$ cat config.mk
export PLATFORM = sky130hd
export DESIGN_NAME = cdb_arbiter
export DESIGN_NICKNAME = d
export VERILOG_FILES = /design/src/rtl/cdb_arbiter_pkg.sv /design/src/rtl/cdb_src_fifo.sv /design/src/rtl/cdb_arbiter.sv
export SDC_FILE = /design/constraint.sdc
export NUM_CORES = 1
export LEC_CHECK = 0
export ABC_AREA = 1
export CAP_MARGIN = 20
export CELL_PAD_IN_SITES_DETAIL_PLACEMENT = 1
export CELL_PAD_IN_SITES_GLOBAL_PLACEMENT = 2
export CORE_ASPECT_RATIO = 1.1
export CORE_MARGIN = 2
export CORE_UTILIZATION = 31
export DETAILED_ROUTE_END_ITERATION = 12
export PLACE_DENSITY = 0.74
export SYNTH_ARGS = -nofsm -noshare
export SYNTH_HDL_FRONTEND = slang
export SYNTH_SLANG_ARGS = --single-unit
$ cat constraint.sdc
create_clock -name clk -period 4.95 [get_ports clk]
set_clock_uncertainty 0.15 [all_clocks]
set_input_delay 0.7425 -clock clk [delete_from_list [all_inputs] [get_ports clk]]
set_output_delay 0.7425 -clock clk [all_outputs]
set_load 0.02 [all_outputs]
$ cat src/rtl/cdb_arbiter_pkg.sv
// Shared definitions for the common data bus arbiter: tag width, source codes
// and the field widths of the per-source result bundles.
package cdb_arbiter_pkg;

    localparam int unsigned CDB_ROB_SIZE_LOG = 4;
    localparam int unsigned CDB_VALUE_W      = 32;
    localparam int unsigned CDB_TARGET_W     = 32;

    typedef enum logic {
        SRC_ALU = 1'b0,
        SRC_LSB = 1'b1
    } cdb_src_e;

    // ALU bundle packs {taken, target, value, robid}
    function automatic int unsigned alu_bundle_w(input int unsigned rob_w);
        return 1 + CDB_TARGET_W + CDB_VALUE_W + rob_w;
    endfunction

    // LSB bundle packs {value, robid}
    function automatic int unsigned lsb_bundle_w(input int unsigned rob_w);
        return CDB_VALUE_W + rob_w;
    endfunction

endpackage

$ cat src/rtl/cdb_src_fifo.sv
// Per-source result FIFO: push/pop/flush, exposes head, count and full.
// A push into a full FIFO is accepted only when a pop frees the slot on the same edge.
module cdb_src_fifo #(
    parameter int unsigned WIDTH = 36,
    parameter int unsigned DEPTH = 2
) (
    input  logic                     clk,
    input  logic                     rst,
    input  logic                     en_i,
    input  logic                     flush_i,
    input  logic                     push_i,
    input  logic [WIDTH-1:0]         data_i,
    input  logic                     pop_i,
    output logic [$clog2(DEPTH):0]   count_o,
    output logic [WIDTH-1:0]         head_o,
    output logic                     full_o
);

    localparam int unsigned PTR_W = $clog2(DEPTH);
    localparam logic [PTR_W:0] DEPTH_C = (PTR_W + 1)'(DEPTH);

    logic [WIDTH-1:0] mem_q [DEPTH];
    logic [PTR_W-1:0] wr_q, wr_d;
    logic [PTR_W-1:0] rd_q, rd_d;
    logic [PTR_W:0]   cnt_q, cnt_d;
    logic             full;
    logic             do_push;
    logic             do_pop;

    assign full    = (cnt_q == DEPTH_C);
    assign do_pop  = en_i && !flush_i && pop_i && (cnt_q != '0);
    assign do_push = en_i && !flush_i && push_i && (!full || do_pop);

    always_comb begin
        wr_d  = wr_q;
        rd_d  = rd_q;
        cnt_d = cnt_q;
        if (flush_i) begin
            wr_d  = '0;
            rd_d  = '0;
            cnt_d = '0;
        end else begin
            if (do_push) wr_d = wr_q + 1'b1;
            if (do_pop)  rd_d = rd_q + 1'b1;
            unique case ({do_push, do_pop})
                2'b10:   cnt_d = cnt_q + 1'b1;
                2'b01:   cnt_d = cnt_q - 1'b1;
                default: cnt_d = cnt_q;
            endcase
        end
    end

    always_ff @(posedge clk) begin
        if (rst) begin
            wr_q  <= '0;
            rd_q  <= '0;
            cnt_q <= '0;
        end else begin
            wr_q  <= wr_d;
            rd_q  <= rd_d;
            cnt_q <= cnt_d;
        end
    end

    always_ff @(posedge clk) begin
        if (do_push) mem_q[wr_q] <= data_i;
    end

    assign head_o  = mem_q[rd_q];
    assign count_o = cnt_q;
    assign full_o  = full;

endmodule

$ cat src/rtl/cdb_arbiter.sv
// Round-robin arbiter sharing the registered CDB between the ALU and the
// load path; each source is buffered in its own small FIFO.
module cdb_arbiter
    import cdb_arbiter_pkg::*;
#(
    parameter int unsigned ROB_SIZE_LOG = CDB_ROB_SIZE_LOG,
    parameter int unsigned FIFO_DEPTH   = 2
) (
    input  logic                    clk,
    input  logic                    rst,
    input  logic                    rdy,
    input  logic                    pred_fail_flag,
    input  logic                    alu_valid,
    input  logic [31:0]             alu_value,
    input  logic [ROB_SIZE_LOG-1:0] alu_robid,
    input  logic                    alu_taken,
    input  logic [31:0]             alu_target,
    input  logic                    lsb_valid,
    input  logic [31:0]             lsb_value,
    input  logic [ROB_SIZE_LOG-1:0] lsb_robid,
    output logic                    alu_stall,
    output logic                    lsb_stall,
    output logic                    cdb_valid,
    output logic [31:0]             cdb_value,
    output logic [ROB_SIZE_LOG-1:0] cdb_robid,
    output logic                    cdb_taken,
    output logic [31:0]             cdb_target,
    output logic                    cdb_src,
    output logic                    overflow_err
);

    localparam int unsigned CNT_W = $clog2(FIFO_DEPTH) + 1;
    localparam int unsigned ALU_W = alu_bundle_w(ROB_SIZE_LOG);
    localparam int unsigned LSB_W = lsb_bundle_w(ROB_SIZE_LOG);
    localparam logic [CNT_W-1:0] STALL_AT = CNT_W'(FIFO_DEPTH - 1);

    logic [CNT_W-1:0] alu_cnt, lsb_cnt;
    logic [ALU_W-1:0] alu_head;
    logic [LSB_W-1:0] lsb_head;
    logic             alu_full, lsb_full;
    logic             alu_pop, lsb_pop;

    logic                    cdb_valid_q, cdb_valid_d;
    logic [31:0]             cdb_value_q, cdb_value_d;
    logic [ROB_SIZE_LOG-1:0] cdb_robid_q, cdb_robid_d;
    logic                    cdb_taken_q, cdb_taken_d;
    logic [31:0]             cdb_target_q, cdb_target_d;
    cdb_src_e                cdb_src_q, cdb_src_d;
    cdb_src_e                last_grant_q, last_grant_d;
    logic                    overflow_q, overflow_d;

    cdb_src_fifo #(.WIDTH(ALU_W), .DEPTH(FIFO_DEPTH)) u_alu_fifo (
        .clk     (clk),
        .rst     (rst),
        .en_i    (rdy),
        .flush_i (pred_fail_flag),
        .push_i  (alu_valid),
        .data_i  ({alu_taken, alu_target, alu_value, alu_robid}),
        .pop_i   (alu_pop),
        .count_o (alu_cnt),
        .head_o  (alu_head),
        .full_o  (alu_full)
    );

    cdb_src_fifo #(.WIDTH(LSB_W), .DEPTH(FIFO_DEPTH)) u_lsb_fifo (
        .clk     (clk),
        .rst     (rst),
        .en_i    (rdy),
        .flush_i (pred_fail_flag),
        .push_i  (lsb_valid),
        .data_i  ({lsb_value, lsb_robid}),
        .pop_i   (lsb_pop),
        .count_o (lsb_cnt),
        .head_o  (lsb_head),
        .full_o  (lsb_full)
    );

    // Grant on pre-edge state; on a tie the source not granted last wins
    always_comb begin
        alu_pop = 1'b0;
        lsb_pop = 1'b0;
        if (alu_cnt != '0 && lsb_cnt != '0) begin
            alu_pop = (last_grant_q == SRC_LSB);
            lsb_pop = (last_grant_q == SRC_ALU);
        end else begin
            alu_pop = (alu_cnt != '0);
            lsb_pop = (lsb_cnt != '0);
        end
    end

    always_comb begin
        cdb_valid_d  = cdb_valid_q;
        cdb_value_d  = cdb_value_q;
        cdb_robid_d  = cdb_robid_q;
        cdb_taken_d  = cdb_taken_q;
        cdb_target_d = cdb_target_q;
        cdb_src_d    = cdb_src_q;
        last_grant_d = last_grant_q;
        overflow_d   = overflow_q;
        if (rst || pred_fail_flag) begin
            cdb_valid_d  = 1'b0;
            cdb_value_d  = '0;
            cdb_robid_d  = '0;
            cdb_taken_d  = 1'b0;
            cdb_target_d = '0;
            cdb_src_d    = SRC_ALU;
            last_grant_d = SRC_LSB;
            if (rst) overflow_d = 1'b0;
        end else if (rdy) begin
            cdb_valid_d = alu_pop || lsb_pop;
            if (alu_pop) begin
                {cdb_taken_d, cdb_target_d, cdb_value_d, cdb_robid_d} = alu_head;
                cdb_src_d    = SRC_ALU;
                last_grant_d = SRC_ALU;
            end else if (lsb_pop) begin
                {cdb_value_d, cdb_robid_d} = lsb_head;
                cdb_taken_d  = 1'b0;
                cdb_target_d = '0;
                cdb_src_d    = SRC_LSB;
                last_grant_d = SRC_LSB;
            end
            if ((alu_valid && alu_full && !alu_pop) || (lsb_valid && lsb_full && !lsb_pop))
                overflow_d = 1'b1;
        end
    end

    always_ff @(posedge clk) begin
        cdb_valid_q  <= cdb_valid_d;
        cdb_value_q  <= cdb_value_d;
        cdb_robid_q  <= cdb_robid_d;
        cdb_taken_q  <= cdb_taken_d;
        cdb_target_q <= cdb_target_d;
        cdb_src_q    <= cdb_src_d;
        last_grant_q <= last_grant_d;
        overflow_q   <= overflow_d;
    end

    assign alu_stall    = (alu_cnt >= STALL_AT);
    assign lsb_stall    = (lsb_cnt >= STALL_AT);
    assign cdb_valid    = cdb_valid_q;
    assign cdb_value    = cdb_value_q;
    assign cdb_robid    = cdb_robid_q;
    assign cdb_taken    = cdb_taken_q;
    assign cdb_target   = cdb_target_q;
    assign cdb_src      = cdb_src_q;
    assign overflow_err = overflow_q;

endmodule

After elaboration in Yosys (flattened, before gate mapping)
Memories as Yosys holds them, arrays and structs flattened. A register that Yosys moved wholly into a read port is not among the register bits.
Cells that the tools add are included.
{ "word_totals": {"reg_bits": 81, "latchBits": 0, "mem_bits_rw": 210, "romBits": 0, "in_bits": 111, "elab_cells": 94, "memories": 2} }
{ "memory_table": {"columns": ["name", "depth", "width", "read_ports", "rd_clocked_by_memory_dff", "wr", "line", "rtl"], "rows": [
  ["u_alu_fifo.mem_q", 2, 69, 1, 1, 1, "cdb_src_fifo.sv:22", "logic [WIDTH-1:0] mem_q [DEPTH];"],
  ["u_lsb_fifo.mem_q", 2, 36, 1, 1, 1, "cdb_src_fifo.sv:22", null]
]} }
{ "op_classes": {"add_sub_neg": 8, "multipliers": 0, "div_mod_pow": 0, "order_cmp": 2, "n_eq_ne": 7, "shifts": 0, "n_mux": 26, "bitwise_logic": 1, "n_reduce_logical": 34} }
{ "op_table": {"columns": ["cell", "count"], "rows": [
  ["32-bit two-way mux", 4],
  ["1-bit two-way mux", 18],
  ["1-bit logical AND", 14],
  ["2-bit nonzero test", 7],
  ["2-bit == test, second input constant", 4],
  ["4-bit two-way mux", 2],
  ["2-bit one-hot mux with 2 select lines", 2],
  ["1-bit logical NOT", 5],
  ["1-bit logical OR", 5],
  ["1-bit adder, second input constant", 4],
  ["2-bit by 1-bit adder with 2-bit output, second input constant", 2],
  ["2-bit by 1-bit == test with 1-bit output, second input constant", 2],
  ["2-bit by 1-bit >= comparator with 1-bit output, second input constant", 2],
  ["2-bit by 1-bit subtractor with 2-bit output, second input constant", 2],
  ["3-bit AND reduction", 1],
  ["2-bit != test, second input constant", 1],
  ["2-bit AND reduction", 1],
  ["2-bit OR reduction", 1],
  ["1-bit NOT", 1]
]} }

Longest topological paths before layout
Gate-level depths: netlist (run 1).
{ "depth": {"depth_word": 9, "depth_mapped": 11} }

Hierarchy
Synthesis (run 1) repeated with hierarchy kept, for this count alone.
{ "hier_totals": {"cells_unflattened": 875, "area_unflattened_um2": 11469.8} }
{ "by_module_without_submodules": {"columns": ["module", "instances", "cells_each", "area_each_um2", "seq_area_each_um2"], "rows": [
  ["cdb_src_fifo at u_alu_fifo", 1, 255, 5282.6, 4244.1],
  ["cdb_arbiter", 1, 462, 3279.4, 1471.4],
  ["cdb_src_fifo at u_lsb_fifo", 1, 158, 2907.8, 2262.2]
]} }

Least setup slack after synthesis (run 1)
Ideal clock, no wire load.
{ "synth_path": {"path_kind": "input -> register", "startpoint": "input port pred_fail_flag", "endpoint": "memory u_alu_fifo.mem_q[0][0] (netlist name), enable pin", "setup_ns": 0.496, "arrival_time_ns": 4.141, "required_ns": 4.304, "slack_ns": 0.163, "stages": 7, "cell_sequence": "inv_1 > nand2_1 > nor2_1 > nand3_1 > nand2_1 > nand2_1 > nor2_1"} }
{ "synth_via": {"elab_chain_len": 8, "elab_cells_between_ends": 9, "cone_classes": "mux: 2; reduce/logical: 7"} }
{ "synth_lines": {"columns": ["element", "line", "rtl"], "rows": [
  ["from (decl)", "cdb_arbiter.sv:12", "input logic pred_fail_flag,"],
  ["1-bit logical NOT (*)", "cdb_src_fifo.sv:31, cdb_src_fifo.sv:32", null],
  ["1-bit logical AND (*)", "cdb_src_fifo.sv:31, cdb_src_fifo.sv:32", null],
  ["1-bit logical AND (2 in series)", "cdb_src_fifo.sv:31", "assign do_pop = en_i && !flush_i && pop_i && (cnt_q != '0);"],
  ["1-bit logical OR", "cdb_src_fifo.sv:32", "assign do_push = en_i && !flush_i && push_i && (!full || do_pop);"],
  ["1-bit logical AND (*)", "cdb_src_fifo.sv:32", null],
  ["1-bit two-way mux (*)", "cdb_src_fifo.sv:66", "if (do_push) mem_q[wr_q] <= data_i;"],
  ["1-bit two-way mux (implied by the code) (*)", "cdb_src_fifo.sv:66", null],
  ["to (decl)", "cdb_src_fifo.sv:22", null]
]} }
Mark *: on every way between the ends. The rest lies on a longest branch, timed or not.

Worst setup path in the final report (run 1)
{ "layout_path": {"startpoint": "input port pred_fail_flag", "endpoint": "memory u_alu_fifo.mem_q[1][45] (netlist name), enable pin"} }
The elaborated chain is that of the path after synthesis.

==> impl_metrics.csv, run 1 <==
group,metric,value,unit
run_status,run_status,"complete, no violations",
sta,slew_headroom,36.1,%
worst_setup_path,cp_data_arrival_time,3.00,ns
synth,netlist_instances,984,
route,route.met2.wl,14400,um
power,powerDensity,364,nW/um2
worst_setup_path,setup.worst_path.end_class,"register",
die,site_rows,73,
clock_network,cts_num_sinks,293,
worst_setup_path,cp.required,5.02,ns
grt,grt_start_max_net_pins,71,
route,top_signal_layer_used,"met5",
synth,syn_nets,1103,
die,dieArea,37700,um2
sta,rsz0062_at_grt,"no",
min_path,worst_hold_path_type,"reg -> reg",
cells_and_area,multi_input_comb_area,2580,um2
cells_and_area,drive_gt1_share,8.63,%
die,core_area,35900,um2
grt,grt_first_pass_wirelength,44600,um
power,leakagePower,0.00542,uW
route,drtPass1Iterations,4,
route,routed_wl,28900,um
flow_run,max_cap_violation_count,0,
route,via_count,7569,
clock_network,cts_resized,0,
grt,global_route.overflow_total,0,
synth,netlist_area,11200,um2
clock_network,post-cts-setup-buffer-count,0,
die,die_w,185,um
grt,grt_usage,15.5,%
cells_and_area,sequential_cell_area,7980,um2
worst_setup_path,critical_path_peak_fanout,31,
sta,minimum_clock_period,2.93,ns
route,drt_drc_violations_left,0,
synth,yosys_warnings,0,
worst_setup_path,timing.critical_path.cells,"clkdlybuf4s50_1 -> inv_1 -> nand2_1 -> nor2_1 -> nand3_1 -> nand2_1 -> nand3_1 -> clkinv_2 -> buf_4",
sta,maxSlewViolCount,0,
synth,yosys.area.top_type_share,56.5,%
route,vias_per_cell,4.50,
worst_setup_path,start_kind,"input pin",
worst_setup_path,slowest_stage,"sky130_fd_sc_hd__clkinv_2",
worst_setup_path,critical_path_class,"in -> reg",
sta,timing.fmax,341,MHz
synth,synth_area_leaders,"sky130_fd_sc_hd__edfxtp_1 (56%), sky130_fd_sc_hd__dfxtp_1 (15%), sky130_fd_sc_hd__nand2_1 (8.5%), sky130_fd_sc_hd__inv_1 (4.2%), sky130_fd_sc_hd__o21ai_0 (3.4%)",
worst_setup_path,max_stage_delay,0.56,ns
die,starting_density_of_the_core,31.2,%
synth,synth_seq_area_share,71.1,%
cells_and_area,synthToLayoutAreaGrowth,31.1,%
sta,setup_total_negative_slack,0,ns
grt,antenna_found_initial,3,
clock_network,clock_tree.htree_level_count,2,
route,drt-initial-drc-count,342,
placement,place.detailed.hpwl,18100,um
synth,syn-mean-instance-area,11.4,um2
clock_network,insertion_delay,0.50,ns
worst_setup_path,reg2reg_depth,11,
cells_and_area,final_net_count,1287,
sta,hold_viol,0,
grt,first_global_vias,8003,
clock_network,clk_root_buffer_cell,"sky130_fd_sc_hd__clkbuf_16",
sta,tightestPinTransition,0.957,ns
min_path,holdPathStages,2,
sta,finalSetupViolations,0,
sta,timing.final.crit_share,59.2,%
route,met1Wirelength,12100,um
clock_network,cts-root-to-sink-buffers,3,
route,post_drt_wl_per_cell,17.2,um
clock_network,cts-hold-fix-buffers,0,
route,dr_wl_met3,1690,um
cells_and_area,nFillCells,3865,
die,floorplan.die.height,203,um
route,antenna_left,0,
synth,yosys.area.top_type,"sky130_fd_sc_hd__edfxtp_1",
power,vdd_drop_max,0.000293,V
synth,postSynthRegisterBits,293,
cells_and_area,layout.cells.most_common_list,"sky130_fd_sc_hd__nand2_1 (255), sky130_fd_sc_hd__edfxtp_1 (211), sky130_fd_sc_hd__clkdlybuf4s50_1 (184)",
synth,netlist-cell-type-count,26,
clock_network,cts_made_buffers,34,
die,ioPinCount,185,
clock_network,tritoncts,"built",
placement,routability_congestion_estimate_from_global_placement,0.716,
cells_and_area,final_common_cell,"sky130_fd_sc_hd__nand2_1",
power,post-layout-total-power,5350,uW
clock_network,cts.clk_slew.worst_paths,0.05,ns
placement,placement.io_buffers,184,
==> state kept, by name (all words and copies together) (netlist names), named ones only <==
signal / flops
cdb_robid: 4
cdb_src: 1
cdb_taken: 1
cdb_target: 32
cdb_valid: 1
cdb_value: 32
last_grant_q: 1
overflow_err: 1
u_alu_fifo.count_o: 2
u_alu_fifo.mem_q: 138
u_alu_fifo.rd_q: 1
u_alu_fifo.wr_q: 1
u_lsb_fifo.count_o: 2
u_lsb_fifo.mem_q: 72
u_lsb_fifo.rd_q: 1
u_lsb_fifo.wr_q: 1
==> worst max-delay path: cells and delay by family <==
kind	cells	cell delay, ns
simple gates	5	0.60
buf+inv	4	1.62
==> synthesized netlist by cell type (all sizes together) <==
master    n
o31ai     1
buf      27
inv     126
a21oi    41
nor3      1
xor2      3
o211ai    1
o21ai    78
edfxtp  211
xnor2     1
ha        8
a31oi     1
nor2     16
nand3    74
clkbuf   23
nand2   256
dfxtp    82
mux2     33
o21bai    1
==> logic make-up (layout without fill, tap and decap cells) <==
family | count (synthesis) | after routing | share of synthesized area [%]
and+or+nand+nor | 347 | 347 | 12.5
DFF | 293 | 293 | 71.1
buffers and inverters | 176 | 385 | 6.21
AOI/OAI and AO/OA | 123 | 123 | 5.60
muxes | 33 | 33 | 3.31
adders and majority gates | 8 | 8 | 0.892
xor gates and xnor gates | 4 | 4 | 0.312
other | 0 | 1 | 0
==> layer usage <==
metal / vias to the layer above / global-route usage, %
met3: 44 / 3.88
met4: 4 / 4.54
met1: 3706 / 18.5
met5: - / 0
li1: 3640 / -
met2: 175 / 27.3
==> per-stage QoR <==
stage,hold slack [ns],instances,setup slack [ns],cell area (um2),utilization (%)
after global routing,0.345,1680,1.71,14700,41.0
after detailed placement,0.311,1619,1.44,13600,38.0
after floorplan,0.322,984,0.163,11200,-
after CTS,0.320,1680,1.87,14700,41.0
after global placement,0.310,1618,1.49,13600,37.9
final,0.318,1681,2.02,14700,41.0
==> cell type report <==
type / instances / area share [%]
well taps: 487 / 4.14
flip-flops and latches: 293 / 54.3
diodes: 1 / 0.0170
multi-input cells: 515 / 17.5
clock inverters: 11 / 0.510
inverters: 126 / 3.23
clock buffers: 50 / 6.83
repair buffers: 198 / 13.5
==> path summary, 6_finish.rpt <==
| kind | startpoint | endpoint | slack (ns) |
|---|---|---|---|
| hold reg to reg | cdb_target[11] | cdb_target[11] | 0.32 |
| setup / recovery | pred_fail_flag | u_alu_fifo.mem_q[1][45] | 2.02 |
| setup reg to reg | u_lsb_fifo.count_o[0] | cdb_value[25] | 2.05 |
| hold / removal | cdb_target[11] | cdb_target[11] | 0.32 |
==> power breakdown <==
group	total, uW	internal (uW)	leakage [uW]	switching (uW)
sequential	2680	2670	0.00258	11.2
combinational	259	122	0.00231	137
clock	2410	1460	0.000525	954
Power figures use the tool's default switching activity.
==> inputs of run 2 (changes only) <==
--- a/config.mk
+++ b/config.mk
@@ -11,9 +11,9 @@
 export CELL_PAD_IN_SITES_GLOBAL_PLACEMENT = 2
 export CORE_ASPECT_RATIO = 1.1
 export CORE_MARGIN = 2
-export CORE_UTILIZATION = 31
+export CORE_UTILIZATION = 35
 export DETAILED_ROUTE_END_ITERATION = 12
-export PLACE_DENSITY = 0.74
+export PLACE_DENSITY = 0.79
 export SYNTH_ARGS = -nofsm -noshare
 export SYNTH_HDL_FRONTEND = slang
 export SYNTH_SLANG_ARGS = --single-unit
==> constraint.sdc (replaced) <==
create_clock -name clk -period 3 [get_ports clk]
set_clock_uncertainty 0.15 [all_clocks]
set_input_delay 0.45 -clock clk [delete_from_list [all_inputs] [get_ports clk]]
set_output_delay 0.45 -clock clk [all_outputs]
set_load 0.02 [all_outputs]
==> impl_metrics.csv, run 2 (synthesis results as in run 1) <==
group,metric,value,unit
sta,tightestPinTransition,0.898,ns
worst_setup_path,reg2reg_depth,8,
sta,timing.final.crit_share,82.9,%
min_path,worst_hold_path_type,"reg -> reg",
grt,grt_usage,17.4,%
route,drt_drc_violations_left,0,
die,ioPinCount,185,
placement,place_ws,0.428,ns
cells_and_area,top_register,"u_alu_fifo.mem_q",
clock_network,cts_num_sinks,293,
sta,slew_headroom,40.1,%
cells_and_area,layout.cells.most_common_list,"sky130_fd_sc_hd__nand2_1 (255), sky130_fd_sc_hd__edfxtp_1 (211), sky130_fd_sc_hd__clkdlybuf4s50_1 (184)",
route,drt-initial-drc-count,429,
worst_setup_path,critical_path_class,"reg -> out",
die,site_rows,68,
route,antenna_left,0,
sta,finalSetupViolations,0,
route,post_drt_wl_per_cell,18.1,um
sta,rsz0062_at_grt,"no",
cells_and_area,post-route-util,46.3,%
clock_network,insertion_delay,0.55,ns
clock_network,clk_root_buffer_cell,"sky130_fd_sc_hd__clkbuf_16",
cells_and_area,synthToLayoutAreaGrowth,29.9,%
power,leakagePower,0.00537,uW
worst_setup_path,start_kind,"register",
grt,global_route.overflow_total,0,
sta,setup_total_negative_slack,0,ns
die,core_area,31500,um2
placement,placement.io_buffers,184,
clock_network,clock_tree.htree_level_count,1,
grt,grt_first_pass_wirelength,45300,um
clock_network,tritoncts,"built",
clock_network,cts_resized,0,
worst_setup_path,cp_data_arrival_time,1.89,ns
clock_network,cts.clk_slew.worst_paths,0.06,ns
power,vdd_drop_max,0.000337,V
die,dieArea,33500,um2
route,via_count,7613,
min_path,holdPathStages,2,
sta,setup_ws,0.512,ns
die,die_w,175,um
route,drtPass1Iterations,4,
worst_setup_path,critical_path_peak_fanout,5,
sta,hold_viol,0,
worst_setup_path,cp.required,2.40,ns
clock_network,cts-root-to-sink-buffers,3,
die,starting_density_of_the_core,35.6,%
grt,first_global_vias,8185,
cells_and_area,drive_gt1_share,8.64,%
cells_and_area,largest_register_ffs,138,
cells_and_area,largest_registers_in_the_final_layout,"u_alu_fifo.mem_q (138), u_lsb_fifo.mem_q (72)",
clock_network,cts_made_buffers,31,
worst_setup_path,setup.worst_path.end_class,"output pin",
power,powerDensity,579,nW/um2
cells_and_area,final_common_cell,"sky130_fd_sc_hd__nand2_1",
clock_network,post-cts-setup-buffer-count,0,
grt,antenna_found_initial,5,
placement,routability_congestion_estimate_from_global_placement,0.737,
sta,maxSlewViolCount,0,
route,routed_wl,29200,um
flow_run,max_cap_violation_count,0,
grt,grt_start_max_net_pins,75,
die,floorplan.die.height,192,um
route,vias_per_cell,4.72,
clock_network,cts-hold-fix-buffers,0,
sta,timing.fmax,402,MHz
run_status,run_status,"complete, no violations",
cells_and_area,final_net_count,1287,
sta,minimum_clock_period,2.49,ns
placement,place.detailed.hpwl,17900,um
==> run 2: cell types whose count changed in the layout (fill, tap and decap cells not counted), sizes merged <==
cell / change
clkinvlp: +1
clkinv: +4
buf: +3
bufinv: +1
diode: +1
clkbuf: -10
==> run 2: final timing paths <==
check,from,to,slack [ns]
max,u_alu_fifo.count_o[0],alu_stall,0.51
min,cdb_target[25],cdb_target[25],0.32
max reg2reg,u_lsb_fifo.count_o[0],u_alu_fifo.mem_q[1][55],0.72
min reg2reg,cdb_target[25],cdb_target[25],0.32
==> run 2: report_power, final <==
part / switching [uW] / total, uW / internal [uW]
sequential: 19.2 / 4420 / 4400
clock: 1530 / 3590 / 2060
combinational: 222 / 424 / 202
==> run 2: final cells by class <==
type,count,area [um2]
Clock inverter,17,130
Clock buffer,40,810
Multi-Input combinational cell,515,2580
Inverter,126,478
Sequential cell,293,7980
Tap cell,420,526
Fill cell,3365,16900
Antenna cell,2,5.00
Timing Repair Buffer,201,2060
==> run 2: critical path, stage by stage (launching register included) <==
cell	delay, ns
sky130_fd_sc_hd__dfxtp_1	0.30
sky130_fd_sc_hd__inv_1	0.08
sky130_fd_sc_hd__ha_1	0.28
sky130_fd_sc_hd__inv_1	0.07
sky130_fd_sc_hd__clkdlybuf4s50_1	0.59
==> run 2: routing by layer <==
layer	track usage, %	part of all wire, %	vias up
li1	-	-	3640
met1	21.4	42	3735
met2	31.0	49	188
met3	4.08	6.6	44
met4	3.97	1.9	6
met5	0	0.13	-
==> run 2: stage by stage <==
stage	cells	power, uW	instance area (um2)	hold slack, ns
after floorplan	984	4660	11200	0.322
after global placement	1555	4920	13600	0.304
after detailed placement	1555	4940	13600	0.311
after CTS	1612	8540	14600	0.306
after global routing	1612	8730	14600	0.310
final	1614	8430	14600	0.320
